===== config.mk =====
export PLATFORM = sky130hd
export DESIGN_NAME = hs_deserializer
export DESIGN_NICKNAME = d
export VERILOG_FILES = /design/src/rtl/hs_deserializer.sv
export SDC_FILE = /design/constraint.sdc
export NUM_CORES = 1
export LEC_CHECK = 0
export ABC_AREA = 1
export ABC_CLOCK_PERIOD_IN_PS = 2500
export BUFFER_PORTS_ARGS = -buffer_cell sky130_fd_sc_hd__buf_2
export CAP_MARGIN = 20
export CORE_MARGIN = 2
export CORE_UTILIZATION = 54
export CTS_CLUSTER_DIAMETER = 120
export DETAILED_ROUTE_END_ITERATION = 8
export GPL_ROUTABILITY_DRIVEN = 0
export PLACE_DENSITY = 0.82
export SYNTH_ARGS = -nofsm -noshare
export SYNTH_HDL_FRONTEND = slang
export SYNTH_SLANG_ARGS = --single-unit

===== constraint.sdc =====
create_clock -name clk -period 2.5 [get_ports clk]
set_input_delay 0.375 -clock clk [delete_from_list [all_inputs] [get_ports clk]]
set_output_delay 0.375 -clock clk [all_outputs]
set_load 0.05 [all_outputs]

===== src/rtl/hs_deserializer.sv =====
// rtl/hs_deserializer.sv - packs DATA_WIDTH-bit items into ITEMS-wide words with a valid mask
//
// Purpose: collects input items into slots 0..ITEMS-1 of an output word. A word closes
// when its last slot is filled or din_last is seen. The closed word is then held on
// dout_* until the consumer takes it.
//
// Ports:
//   clk        - clock, rising edge
//   rst_n      - asynchronous active-low reset
//   din_data   - input item (DATA_WIDTH bits)
//   din_last   - input item is the final item of a packet
//   din_vld    - input item valid
//   din_rd     - ready to accept an input item
//   dout_data  - assembled word; item 0 in the low DATA_WIDTH bits
//   dout_mask  - per-slot valid bits
//   dout_last  - held word closes a packet
//   dout_vld   - output word valid
//   dout_rd    - consumer ready
module hs_deserializer #(
    parameter int DATA_WIDTH = 2,
    parameter int ITEMS      = 4
) (
    input  logic                        clk,
    input  logic                        rst_n,
    input  logic [DATA_WIDTH-1:0]       din_data,
    input  logic                        din_last,
    input  logic                        din_vld,
    output logic                        din_rd,
    output logic [ITEMS*DATA_WIDTH-1:0] dout_data,
    output logic [ITEMS-1:0]            dout_mask,
    output logic                        dout_last,
    output logic                        dout_vld,
    input  logic                        dout_rd
);

    localparam int IDX_W = (ITEMS > 1) ? $clog2(ITEMS) : 1;

    generate
        if (ITEMS < 2 || DATA_WIDTH < 1) begin : g_param_err
            $error("hs_deserializer: ITEMS must be >= 2 and DATA_WIDTH >= 1");
        end
    endgenerate

    typedef enum logic {
        COLLECT = 1'b0,
        HOLD    = 1'b1
    } state_t;

    state_t                      state_q, state_d;
    logic [IDX_W-1:0]            idx_q, idx_d;
    logic [ITEMS*DATA_WIDTH-1:0] data_q, data_d;
    logic [ITEMS-1:0]            mask_q, mask_d;
    logic                        last_q, last_d;
    logic [IDX_W-1:0]            slot;
    logic                        in_xfer;
    logic                        out_xfer;

    // Ready does not look at din_vld; in HOLD it follows dout_rd so the next word's
    // first item can enter on the edge the held word leaves.
    assign din_rd   = rst_n & ((state_q == COLLECT) | dout_rd);
    assign dout_vld = (state_q == HOLD);
    assign in_xfer  = din_vld & din_rd;
    assign out_xfer = dout_vld & dout_rd;

    assign dout_data = data_q;
    assign dout_mask = mask_q;
    assign dout_last = last_q;

    always_comb begin
        state_d = state_q;
        idx_d   = idx_q;
        data_d  = data_q;
        mask_d  = mask_q;
        last_d  = last_q;
        slot    = idx_q;

        // A departing word empties every slot before any new item is written.
        if (out_xfer) begin
            state_d = COLLECT;
            idx_d   = '0;
            data_d  = '0;
            mask_d  = '0;
            last_d  = 1'b0;
            slot    = '0;
        end

        if (in_xfer) begin
            for (int i = 0; i < ITEMS; i++) begin
                if (slot == IDX_W'(i)) begin
                    data_d[i*DATA_WIDTH +: DATA_WIDTH] = din_data;
                    mask_d[i]                          = 1'b1;
                end
            end
            if (slot == IDX_W'(ITEMS - 1) || din_last) begin
                state_d = HOLD;
                last_d  = din_last;
                idx_d   = '0;
            end else begin
                idx_d = slot + IDX_W'(1);
            end
        end
    end

    always_ff @(posedge clk or negedge rst_n) begin
        if (!rst_n) begin
            state_q <= COLLECT;
            idx_q   <= '0;
            data_q  <= '0;
            mask_q  <= '0;
            last_q  <= 1'b0;
        end else begin
            state_q <= state_d;
            idx_q   <= idx_d;
            data_q  <= data_d;
            mask_q  <= mask_d;
            last_q  <= last_d;
        end
    end

endmodule


==> impl.org <==
** Cells and area
- The area growth from synthesis to layout is 16.39%.
- Antenna diode count :: 0
- For this run, the post-layout net count is between 100 and 150.
- Cells with a size suffix above 1 make up between 30% and 40% of the layout.

** Synthesis
- Post-synthesis compound-gate area fraction :: 2.256%
- After technology mapping, the gate count stands at between 100 and 150.
- The commonest cells after synthesis are sky130_fd_sc_hd__nand2_1, sky130_fd_sc_hd__dfrtp_1, sky130_fd_sc_hd__inv_1.
- Largest family of logic cells by synthesized area :: simple AND/OR/NAND/NOR gates
- Most frequently used flop master after synthesis :: sky130_fd_sc_hd__dfrtp_1
- Yosys mapped a number of flops with a built-in enable equal to 0.
- Leading post-synthesis cells by cell area :: sky130_fd_sc_hd__dfrtp_1, sky130_fd_sc_hd__nand2_1, sky130_fd_sc_hd__inv_1, sky130_fd_sc_hd__nand3_4, sky130_fd_sc_hd__nand2_2
- Fraction of the yosys area taken by sequential cells :: 48.12%
- A synthesized cell averages 7.850 µm².
- Cell area after technology mapping :: about 830 µm²
- The synthesized netlist devotes 0% of its cell area to XOR and XNOR gates.
- Of the total synthesized cell area, the portion taken by full adders, half adders and majority gates is 0%.
- Synthesis warning total :: 0
- sky130_fd_sc_hd__dfrtp_1 takes more of the synthesized area than any other cell.
- When the netlist entered floorplanning its net count stood at 113.
- Counting flops with an async set or reset pin after synthesis yields a share of 100.0%.
- Simple-Gate Fraction of Synth Area :: 39.10%
- In this run, synthesis produced a sequential element count of 16.
- Proportion of synthesized area in mux cells :: 0%
- Share of the synthesized area in the top cell type :: approximately 48%
- Count of cell types in the netlist :: 14
- The most common cell in the synthesized netlist is sky130_fd_sc_hd__nand2_1.

** Placement
- Count of port buffers added during placement :: 21
- Post-DP HPWL :: 1144 µm

** Timing
- Final period util :: 62.00%
- Final critical delay including setup and external delays :: 1.550 ns
- The worst pin sits at a relative slew slack of 73.05%.
- Worst slew pin tran :: 0.4042 ns
- # setup viols final :: 0
- The count of final max-slew check failures is 0.
- Setup repair after global routing missed its margin :: false
- Peak Freq :: 0.6452 GHz
- The hold violation count in the final report was 0.
- Final Skew :: 0.002981 ns
- Adding up every negative setup slack in the final design gives 0 ns.

** Drt
- Detailed-route DRC error count :: 0
- DRC marker count from the first detailed-route iteration :: 7
- After detailed routing, the total wire length is 1496 µm.
- In this run the remaining antenna-violating nets after routing total 0.
- The routed layout has between 600 and 700 vias.
- After detailed routing, the average wire length per cell comes to 10.32 µm.
- The first detailed-routing pass took 4 iterations.
- After detailed routing, the number of vias per cell comes to between 4 and 5.

** Power
- Power per unit of standard cell area :: 830.6 nW/µm²
- Across the VDD grid, the largest voltage drop is 0.0004197 V.
- Power, Total :: 804.4 µW
- Leakage power summed over all cells :: just under 0.6 nW

** Critical path
- Endpoint arrival time on the critical path :: 1.17 ns
- STA classifies the critical path startpoint as a flop.
- Data on the critical path is required at its endpoint by ~2.1 ns.
- Highest net fanout along the worst path :: 3
- The startpoint identified for the worst register-to-register timing path is dout_vld.
- The worst setup path is captured at a primary output.
- For the worst flop-to-flop path, the logic depth is 5.
- The most critical setup path has its startpoint at dout_vld.
- The critical path in this run is classified as reg -> out.

** Clocking
- Cell chosen for the clock root :: sky130_fd_sc_hd__clkbuf_4
- Skew-Pair Late Insertion Delay :: 0.28 ns
- Buffers added to address setup during post-CTS repair amount to 0.
- Quantity of hold-fixing buffers added after cts :: 0
- Clock transition at the registers of the reported paths :: roughly 0.090 ns
- In this run the number of H-tree levels came out at 1.
- Max Root-Sink Buffers :: 2
- Number of sinks handled by clock tree synthesis :: 16
- Number of clock buffers inserted by TritonCTS :: 3
- Clock tree from TritonCTS :: done
- Gates resized, CTS repair :: 0

** Global routing
- First-pass GRT wire length :: 2504 µm
- Overflow left after global routing :: 0
- Largest net degree at the start of global routing :: 19
- Global-route usage over all layers :: 18.53%
- The number of global-route vias before repair came to 619.
- Initial antenna violation count :: 0

** Flow run
- Max-cap check violation count :: 0

** Outcome
- The run finished with clean final reports.

** Die
- Initial standard-cell utilization of the core :: 56.55%
- Measured along the y axis, the die boundary spans ~43 µm.
- Die Footprint :: 1871 µm²
- Measured along the x axis, the die boundary spans roughly 43 µm.
- Row cnt :: 14
- Ports :: 22
- Floorplan Core Area :: 1471 µm²

** Worst hold path
- The min-delay analysis places its worst path in the category in -> async.
==> logic make-up after synthesis <==
family                 after synthesis
buffers and inverters               20
flip-flops                          16
AO/OA/AOI/OAI                        3
AND/OR/NAND/NOR                     67
==> report_power, final <==
part / total [mW] / internal, mW / switching [mW]
Clock: 0.131 / 0.0558 / 0.0750
Sequential: 0.338 / 0.307 / 0.0313
Combinational: 0.335 / 0.0788 / 0.256
==> worst max-delay path, cell delays in order (launching register included) <==
cell	delay (ns)
sky130_fd_sc_hd__dfrtp_1	0.41
sky130_fd_sc_hd__nand2_2	0.12
sky130_fd_sc_hd__nand2_1	0.06
sky130_fd_sc_hd__inv_1	0.05
sky130_fd_sc_hd__buf_2	0.25
==> per-stage QoR <==
| stage | std cells | util, % | setup WS (ns) | hold WS, ns | cell area, µm² |
|---|---|---|---|---|---|
| after floorplan | 106 | - | 0.9887 | 0.07941 | 832.0 |
| after global placement | 142 | 64.29 | 1.004 | 0.3169 | 945.9 |
| after detailed placement | 142 | 64.29 | 0.9684 | 0.3309 | 945.9 |
| after CTS | 145 | 65.82 | 0.9320 | 0.02110 | 968.4 |
| after global routing | 145 | 65.82 | 0.8679 | 0.02995 | 968.4 |
| final | 145 | 65.82 | 0.9501 | 0.01289 | 968.4 |
==> worst paths after layout <==
path | to | slack, ns
hold / removal | dout_data[0] | 0.01
max in group asynchronous | dout_data[1] | 2.20
setup reg to reg | dout_data[4] | 1.29
setup / recovery | din_rd | 0.95
min in group clk | dout_last | 0.32
hold reg to reg | dout_mask[3] | 0.48
==> state kept, by name, summed over array words and instances, names as in the netlist <==
| name | flops |
|---|---|
| dout_data | 8 |
| dout_mask | 4 |
| idx_q | 2 |
| dout_last | 1 |
| dout_vld | 1 |
==> routing by layer <==
layer | track usage [%] | vias up | share of wire, %
met5 | 0 | - | 0
met4 | 10.91 | 0 | 1.1
met3 | 3.830 | 2 | 3.2
met2 | 29.25 | 13 | 49
met1 | 23.10 | 302 | 47
li1 | - | 360 | -
==> layout make-up <==
class                   count  area [µm²]
clock buffers               3       22.52
fillers                   142       503.0
inverters                  19       76.32
multi-input cells          70       344.1
flip-flops and latches     16       400.4
well taps                  16       20.02
repair buffers             21       105.1
==> placed cells by master (no fill, tap or decap) <==
cell type | Yosys | routed
sky130_fd_sc_hd__buf_2 | 0 | 21
sky130_fd_sc_hd__clkbuf_4 | 0 | 3
sky130_fd_sc_hd__clkinv_4 | 1 | 1
sky130_fd_sc_hd__dfrtp_1 | 16 | 16
sky130_fd_sc_hd__inv_1 | 16 | 16
sky130_fd_sc_hd__inv_2 | 2 | 2
sky130_fd_sc_hd__nand2_1 | 41 | 41
sky130_fd_sc_hd__nand2_2 | 7 | 7
sky130_fd_sc_hd__nand3_1 | 3 | 3
sky130_fd_sc_hd__nand3_4 | 3 | 3
sky130_fd_sc_hd__nand3b_1 | 1 | 1
sky130_fd_sc_hd__nor2_1 | 11 | 11
sky130_fd_sc_hd__nor2_4 | 1 | 1
sky130_fd_sc_hd__o21ai_0 | 2 | 2
sky130_fd_sc_hd__o21ai_2 | 1 | 1
Power figures use the tool's default switching activity.
